$ cat src/rtl/lsu_pkg.sv
// Shared definitions for the byte-serial load/store initiator: funct3 codes,
// FSM state encoding, and the size/legality decode helpers.
package lsu_pkg;

  localparam logic [2:0] F3_B  = 3'b000;
  localparam logic [2:0] F3_H  = 3'b001;
  localparam logic [2:0] F3_W  = 3'b010;
  localparam logic [2:0] F3_BU = 3'b100;
  localparam logic [2:0] F3_HU = 3'b101;

  typedef enum logic [1:0] {
    ST_IDLE = 2'd0,
    ST_XFER = 2'd1,
    ST_DONE = 2'd2
  } state_e;

  // Access size in bytes; only funct3[1:0] carries the size.
  function automatic logic [2:0] nbytes_of(input logic [2:0] f3);
    case (f3[1:0])
      2'b00:   return 3'd1;
      2'b01:   return 3'd2;
      default: return 3'd4;
    endcase
  endfunction

  function automatic logic load_legal(input logic [2:0] f3);
    return f3 inside {F3_B, F3_H, F3_W, F3_BU, F3_HU};
  endfunction

  function automatic logic store_legal(input logic [2:0] f3);
    return f3 inside {F3_B, F3_H, F3_W};
  endfunction

endpackage

$ cat src/rtl/lsu_load_ext.sv
// Sign/zero extension of the assembled little-endian load bytes to 32 bits.
module lsu_load_ext
  import lsu_pkg::*;
(
  input  logic [2:0]  funct3,
  input  logic [31:0] asm_data,
  output logic [31:0] ext_data
);

  // NOTE: every output gets a default before the case so no latch is inferred.
  always_comb begin
    ext_data = '0;
    case (funct3)
      F3_B:    ext_data = {{24{asm_data[7]}}, asm_data[7:0]};
      F3_H:    ext_data = {{16{asm_data[15]}}, asm_data[15:0]};
      F3_W:    ext_data = asm_data;
      F3_BU:   ext_data = {24'd0, asm_data[7:0]};
      F3_HU:   ext_data = {16'd0, asm_data[15:0]};
      default: ext_data = '0;
    endcase
  end

endmodule

$ cat src/rtl/lsu_byte_initiator.sv
// Splits core load/store requests into sequential little-endian byte
// transactions on a byte-wide memory port and returns one response per request.
module lsu_byte_initiator
  import lsu_pkg::*;
#(
  parameter int ADDR_W = 6
) (
  input  logic              clk,
  input  logic              rst_n,
  input  logic              req_valid,
  output logic              req_ready,
  input  logic              req_we,
  input  logic [2:0]        req_funct3,
  input  logic [ADDR_W-1:0] req_addr,
  input  logic [31:0]       req_wdata,
  output logic              resp_valid,
  output logic [31:0]       resp_rdata,
  output logic              resp_err,
  output logic              mem_valid,
  input  logic              mem_ready,
  output logic              mem_we,
  output logic [ADDR_W-1:0] mem_addr,
  output logic [7:0]        mem_wdata,
  input  logic [7:0]        mem_rdata
);

  state_e            state_q, state_d;
  logic [1:0]        byte_cnt_q, byte_cnt_d;
  logic [31:0]       asm_q, asm_d;
  logic              we_q, we_d;
  logic [2:0]        funct3_q, funct3_d;
  logic [ADDR_W-1:0] addr_q, addr_d;
  logic [31:0]       wdata_q, wdata_d;
  logic              err_q, err_d;
  logic [1:0]        last_idx;
  logic              req_legal;
  logic [31:0]       ext_data;

  lsu_load_ext u_load_ext (
    .funct3   (funct3_q),
    .asm_data (asm_q),
    .ext_data (ext_data)
  );

  assign last_idx = 2'(nbytes_of(funct3_q) - 3'd1);

  always_comb begin
    state_d    = state_q;
    byte_cnt_d = byte_cnt_q;
    asm_d      = asm_q;
    we_d       = we_q;
    funct3_d   = funct3_q;
    addr_d     = addr_q;
    wdata_d    = wdata_q;
    err_d      = err_q;
    req_legal  = 1'b0;
    req_ready  = 1'b0;
    resp_valid = 1'b0;
    resp_rdata = '0;
    resp_err   = 1'b0;
    mem_valid  = 1'b0;
    mem_we     = 1'b0;
    mem_addr   = '0;
    mem_wdata  = '0;

    case (state_q)
      ST_IDLE: begin
        req_ready = 1'b1;
        req_legal = req_we ? store_legal(req_funct3) : load_legal(req_funct3);
        if (req_valid) begin
          we_d       = req_we;
          funct3_d   = req_funct3;
          addr_d     = req_addr;
          wdata_d    = req_wdata;
          byte_cnt_d = '0;
          asm_d      = '0;
          err_d      = !req_legal;
          state_d    = req_legal ? ST_XFER : ST_DONE;
        end
      end
      ST_XFER: begin
        // Everything presented here comes from registered state, so it is
        // inherently stable across mem_ready stalls.
        mem_valid = 1'b1;
        mem_we    = we_q;
        mem_addr  = addr_q + ADDR_W'(byte_cnt_q);
        mem_wdata = wdata_q[{byte_cnt_q, 3'b000} +: 8];
        if (mem_ready) begin
          if (!we_q) asm_d[{byte_cnt_q, 3'b000} +: 8] = mem_rdata;
          byte_cnt_d = byte_cnt_q + 2'd1;
          if (byte_cnt_q == last_idx) state_d = ST_DONE;
        end
      end
      ST_DONE: begin
        resp_valid = 1'b1;
        resp_err   = err_q;
        resp_rdata = (we_q || err_q) ? '0 : ext_data;
        state_d    = ST_IDLE;
      end
      default: state_d = ST_IDLE;
    endcase
  end

  // NOTE: state registers use non-blocking assignments only; all next-state
  // math lives in the always_comb above.
  always_ff @(posedge clk) begin
    if (!rst_n) begin
      state_q    <= ST_IDLE;
      byte_cnt_q <= '0;
      asm_q      <= '0;
      we_q       <= 1'b0;
      funct3_q   <= '0;
      addr_q     <= '0;
      wdata_q    <= '0;
      err_q      <= 1'b0;
    end else begin
      state_q    <= state_d;
      byte_cnt_q <= byte_cnt_d;
      asm_q      <= asm_d;
      we_q       <= we_d;
      funct3_q   <= funct3_d;
      addr_q     <= addr_d;
      wdata_q    <= wdata_d;
      err_q      <= err_d;
    end
  end

endmodule

$ cat config.mk
export PLATFORM = sky130hd
export DESIGN_NAME = lsu_byte_initiator
export DESIGN_NICKNAME = d
export VERILOG_FILES = /design/src/rtl/lsu_pkg.sv /design/src/rtl/lsu_load_ext.sv /design/src/rtl/lsu_byte_initiator.sv
export SDC_FILE = /design/constraint.sdc
export NUM_CORES = 1
export LEC_CHECK = 0
export ABC_AREA = 0
export CAP_MARGIN = 15
export CORE_MARGIN = 4
export CORE_UTILIZATION = 50
export CTS_CLUSTER_SIZE = 20
export DETAILED_ROUTE_END_ITERATION = 8
export GPL_TIMING_DRIVEN = 0
export HOLD_SLACK_MARGIN = 0.05
export PLACE_DENSITY = 0.9
export SLEW_MARGIN = 20
export SYNTH_ARGS = -nofsm -noshare
export SYNTH_HDL_FRONTEND = slang
export SYNTH_SLANG_ARGS = --single-unit
$ cat constraint.sdc
create_clock -name clk -period 2.8 [get_ports clk]
set_clock_uncertainty 0.15 [all_clocks]
set_input_delay 0.56 -clock clk [delete_from_list [all_inputs] [get_ports clk]]
set_output_delay 0.56 -clock clk [all_outputs]
set_load 0.005 [all_outputs]
==> impl_metrics.json <==
{
  "crit_type": "flop to output pin",
  "synth.top_cell.area_share_pct": 36.8,
  "grt_overflow": 0,
  "grt_pass1_vias": 4226,
  "syn_inst": 516,
  "yosys-top-cells-area": "dfxtp_1 37%, nand2_1 12%, a41o_1 5.6%",
  "arrival_ns": 2.04,
  "grt_max_degree": 15,
  "htree_levels": 3,
  "slew_violations": 0,
  "vdd_drop_max_mv": 0.262,
  "fp.coreArea_mm2": 0.00830,
  "fp.dieH_um": 101,
  "relSlewSlack_pct": 45.0,
  "clkTransAtPathRegs_ns": 0.08,
  "fp-row-count": 33,
  "critPathSlowestCell": "or4b_4",
  "synth_cell_types": 47,
  "root_buffer": "clkbuf_8",
  "worst_slew_pin_slew_ns": 0.819,
  "clock_sinks": 79,
  "initial_core_util_pct": 51.8,
  "nets": 697,
  "place_inst": 724,
  "worst_setup_path_end_kind": "output pin",
  "cellLeakagePower_nw": 2.43,
  "synth-edff-count": 0,
  "fillers": 613,
  "cp_max_fo": 5,
  "utilization_pct": 69.0,
  "cts_buffers": 9,
  "drt_wl_total_mm": 13.2,
  "critPathRequiredTime_ns": 2.09,
  "synth.ff_latch_count": 79,
  "finalCriticalPeriod_ns": 2.75,
  "async_flop_share_pct": 0,
  "crit_chain": "buf_6 -> or4b_4 -> a21o_4 -> buf_4 -> a21oi_1 -> dlygate4sd2_1",
  "cellPowerDensity_mw_per_mm2": 448,
  "dr.first_iter.drc_count": 484,
  "ys.warnings.count": 0,
  "whs_ns": 0.313,
  "area_growth_pct": 33.2,
  "cts_buffer_depth": 2,
  "place.port_buffers": 103,
  "routedWlPerCell_um": 17.7,
  "p_total_mw": 2.56,
  "dieArea_mm2": 0.0101,
  "hp-class": "flop to flop",
  "ant_nets": 0,
  "synth_area_mm2": 0.00430,
  "antennaDiodeCount": 0,
  "synth_top_flop_cell": "dfxtp_1",
  "setup_violations": 0,
  "synth_top_area_cell": "dfxtp_1",
  "gp_congestion": 0.925,
  "ys_top_cells_by_count": "143 x nand2_1, 79 x dfxtp_1, 28 x and2_1, 27 x clkbuf_1, 25 x a21boi_0",
  "syn_nets": 577,
  "ioPinCount": 105,
  "hpwl_mm": 9.36,
  "syn_avg_cell_area_um2": 8.33,
  "cts_tree": "built",
  "slowest_delay_ns": 0.53,
  "grt_antenna_before_repair": 0,
  "critPathLaunchType": "flop",
  "firstDrtPassIters": 5,
  "vias": 4467,
  "fin_crit_sh_pct": 98.3,
  "grt_pass1_wl_mm": 20.8,
  "clk_latency_ns": 0.36,
  "viasPerCell": 5.99,
  "route.detailed.drc": 0,
  "hold_viol": 0,
  "yosysMostFrequentCell": "nand2_1",
  "die_w_um": 101,
  "grt_use_total_pct": 25.7,
  "finalNonFillerCells": 746,
  "cap_viol_max_count": 0,
  "synth-seq-area-share_pct": 36.8,
  "max_freq_mhz": 363,
  "final_layout_size_suffix_gt1_share_pct": 14.4,
  "outcome": "completed"
}
placed cells by master (no fill, tap or decap), types with 4 or more instances in the layout:
| master | count |
|---|---|
| nand4_1 | 9 |
| clkbuf_8 | 10 |
| nand2_1 | 143 |
| a41o_1 | 24 |
| mux4_2 | 8 |
| a21boi_0 | 25 |
| buf_1 | 6 |
| a21boi_1 | 20 |
| inv_1 | 5 |
| a21oi_1 | 15 |
| nor2b_1 | 4 |
| mux2i_1 | 10 |
| clkdlybuf4s50_1 | 60 |
| dfxtp_1 | 75 |
| dlygate4sd2_1 | 26 |
| a21oi_2 | 12 |
| nor2_1 | 6 |
| clkbuf_1 | 21 |
| and2_1 | 28 |
| buf_2 | 24 |
| o21ai_0 | 13 |
| ha_1 | 6 |
| buf_4 | 6 |
| a211oi_1 | 24 |
final cells by class:
type / instances / area, µm² / share of cell area [%]
Tap cell: 105 / 131 / 2.29
Clock buffer: 10 / 138 / 2.40
Clock inverter: 6 / 67.6 / 1.18
Multi-Input combinational cell: 381 / 2490 / 43.5
Timing Repair Buffer: 113 / 1050 / 18.4
Sequential cell: 79 / 1590 / 27.8
Inverter: 6 / 22.5 / 0.393
Buffer: 46 / 230 / 4.02
power breakdown:
group,total [mW],switching (mW),internal (mW)
clock network,0.890,0.451,0.439
logic,0.461,0.254,0.207
registers,1.21,0.0403,1.17
layer usage:
| layer | part of all wire, % | track usage, % | vias up |
|---|---|---|---|
| met5 | 0 | 0 | - |
| met4 | 2.7 | 9.43 | 0 |
| met3 | 10 | 4.64 | 37 |
| met2 | 48 | 41.9 | 279 |
| met1 | 39 | 33.9 | 2094 |
| li1 | - | - | 2057 |
state kept, by name, indices dropped and copies added, names as in the netlist:
signal	count
asm_q	32
wdata_q	32
addr_q	6
funct3_q	3
byte_cnt_q	2
state_q	2
err_q	1
we_q	1
cells by family after synthesis:
logic type / after synthesis / synth area share (%)
adder cells (fa/ha/maj): 7 / 2.21
flip-flops: 79 / 36.8
XOR/XNOR: 3 / 0.611
AO/OA/AOI/OAI: 143 / 25.2
buffers and inverters: 56 / 5.82
AND/OR/NAND/NOR: 210 / 22.9
multiplexers: 18 / 6.52
worst paths after layout:
| path | cells past startpoint | to | slack (ns) | startpoint |
|---|---|---|---|---|
| worst max-delay path | 6 | resp_rdata[20] | 0.05 | state_q[0] |
| worst max register to register | 8 | asm_q[20] | 0.31 | byte_cnt_q[1] |
| worst min-delay path | 2 | addr_q[0] | 0.31 | addr_q[0] |
| worst min register to register | 2 | addr_q[0] | 0.31 | addr_q[0] |
worst max-delay path: cells and delay by family (launching register included):
| family | cells | cell delay [ns] |
|---|---|---|
| simple gates | 1 | 0.53 |
| buf+inv | 3 | 0.51 |
| flops | 1 | 0.33 |
| compound gates | 2 | 0.33 |
per-stage QoR:
step | worst slack [ns] | area, µm² | setup TNS, ns
2_1_floorplan | 0.440 | 4300 | 0
3_3_place_gp | -0.119 | 5460 | -0.660
3_5_place_dp | -0.187 | 5460 | -1.03
4_1_cts | -0.0948 | 5690 | -0.952
5_1_grt | -0.00710 | 5730 | -0.0100
6_report | 0.0464 | 5730 | 0
timing repair:
action,4_1_cts,5_1_grt
hold buffers,0,0
gates resized for setup,101,13
endpoints found under the setup margin,47,20
pin swaps,7,1
setup buffers,6,5
No activity file was read; power rests on OpenSTA's default activity.
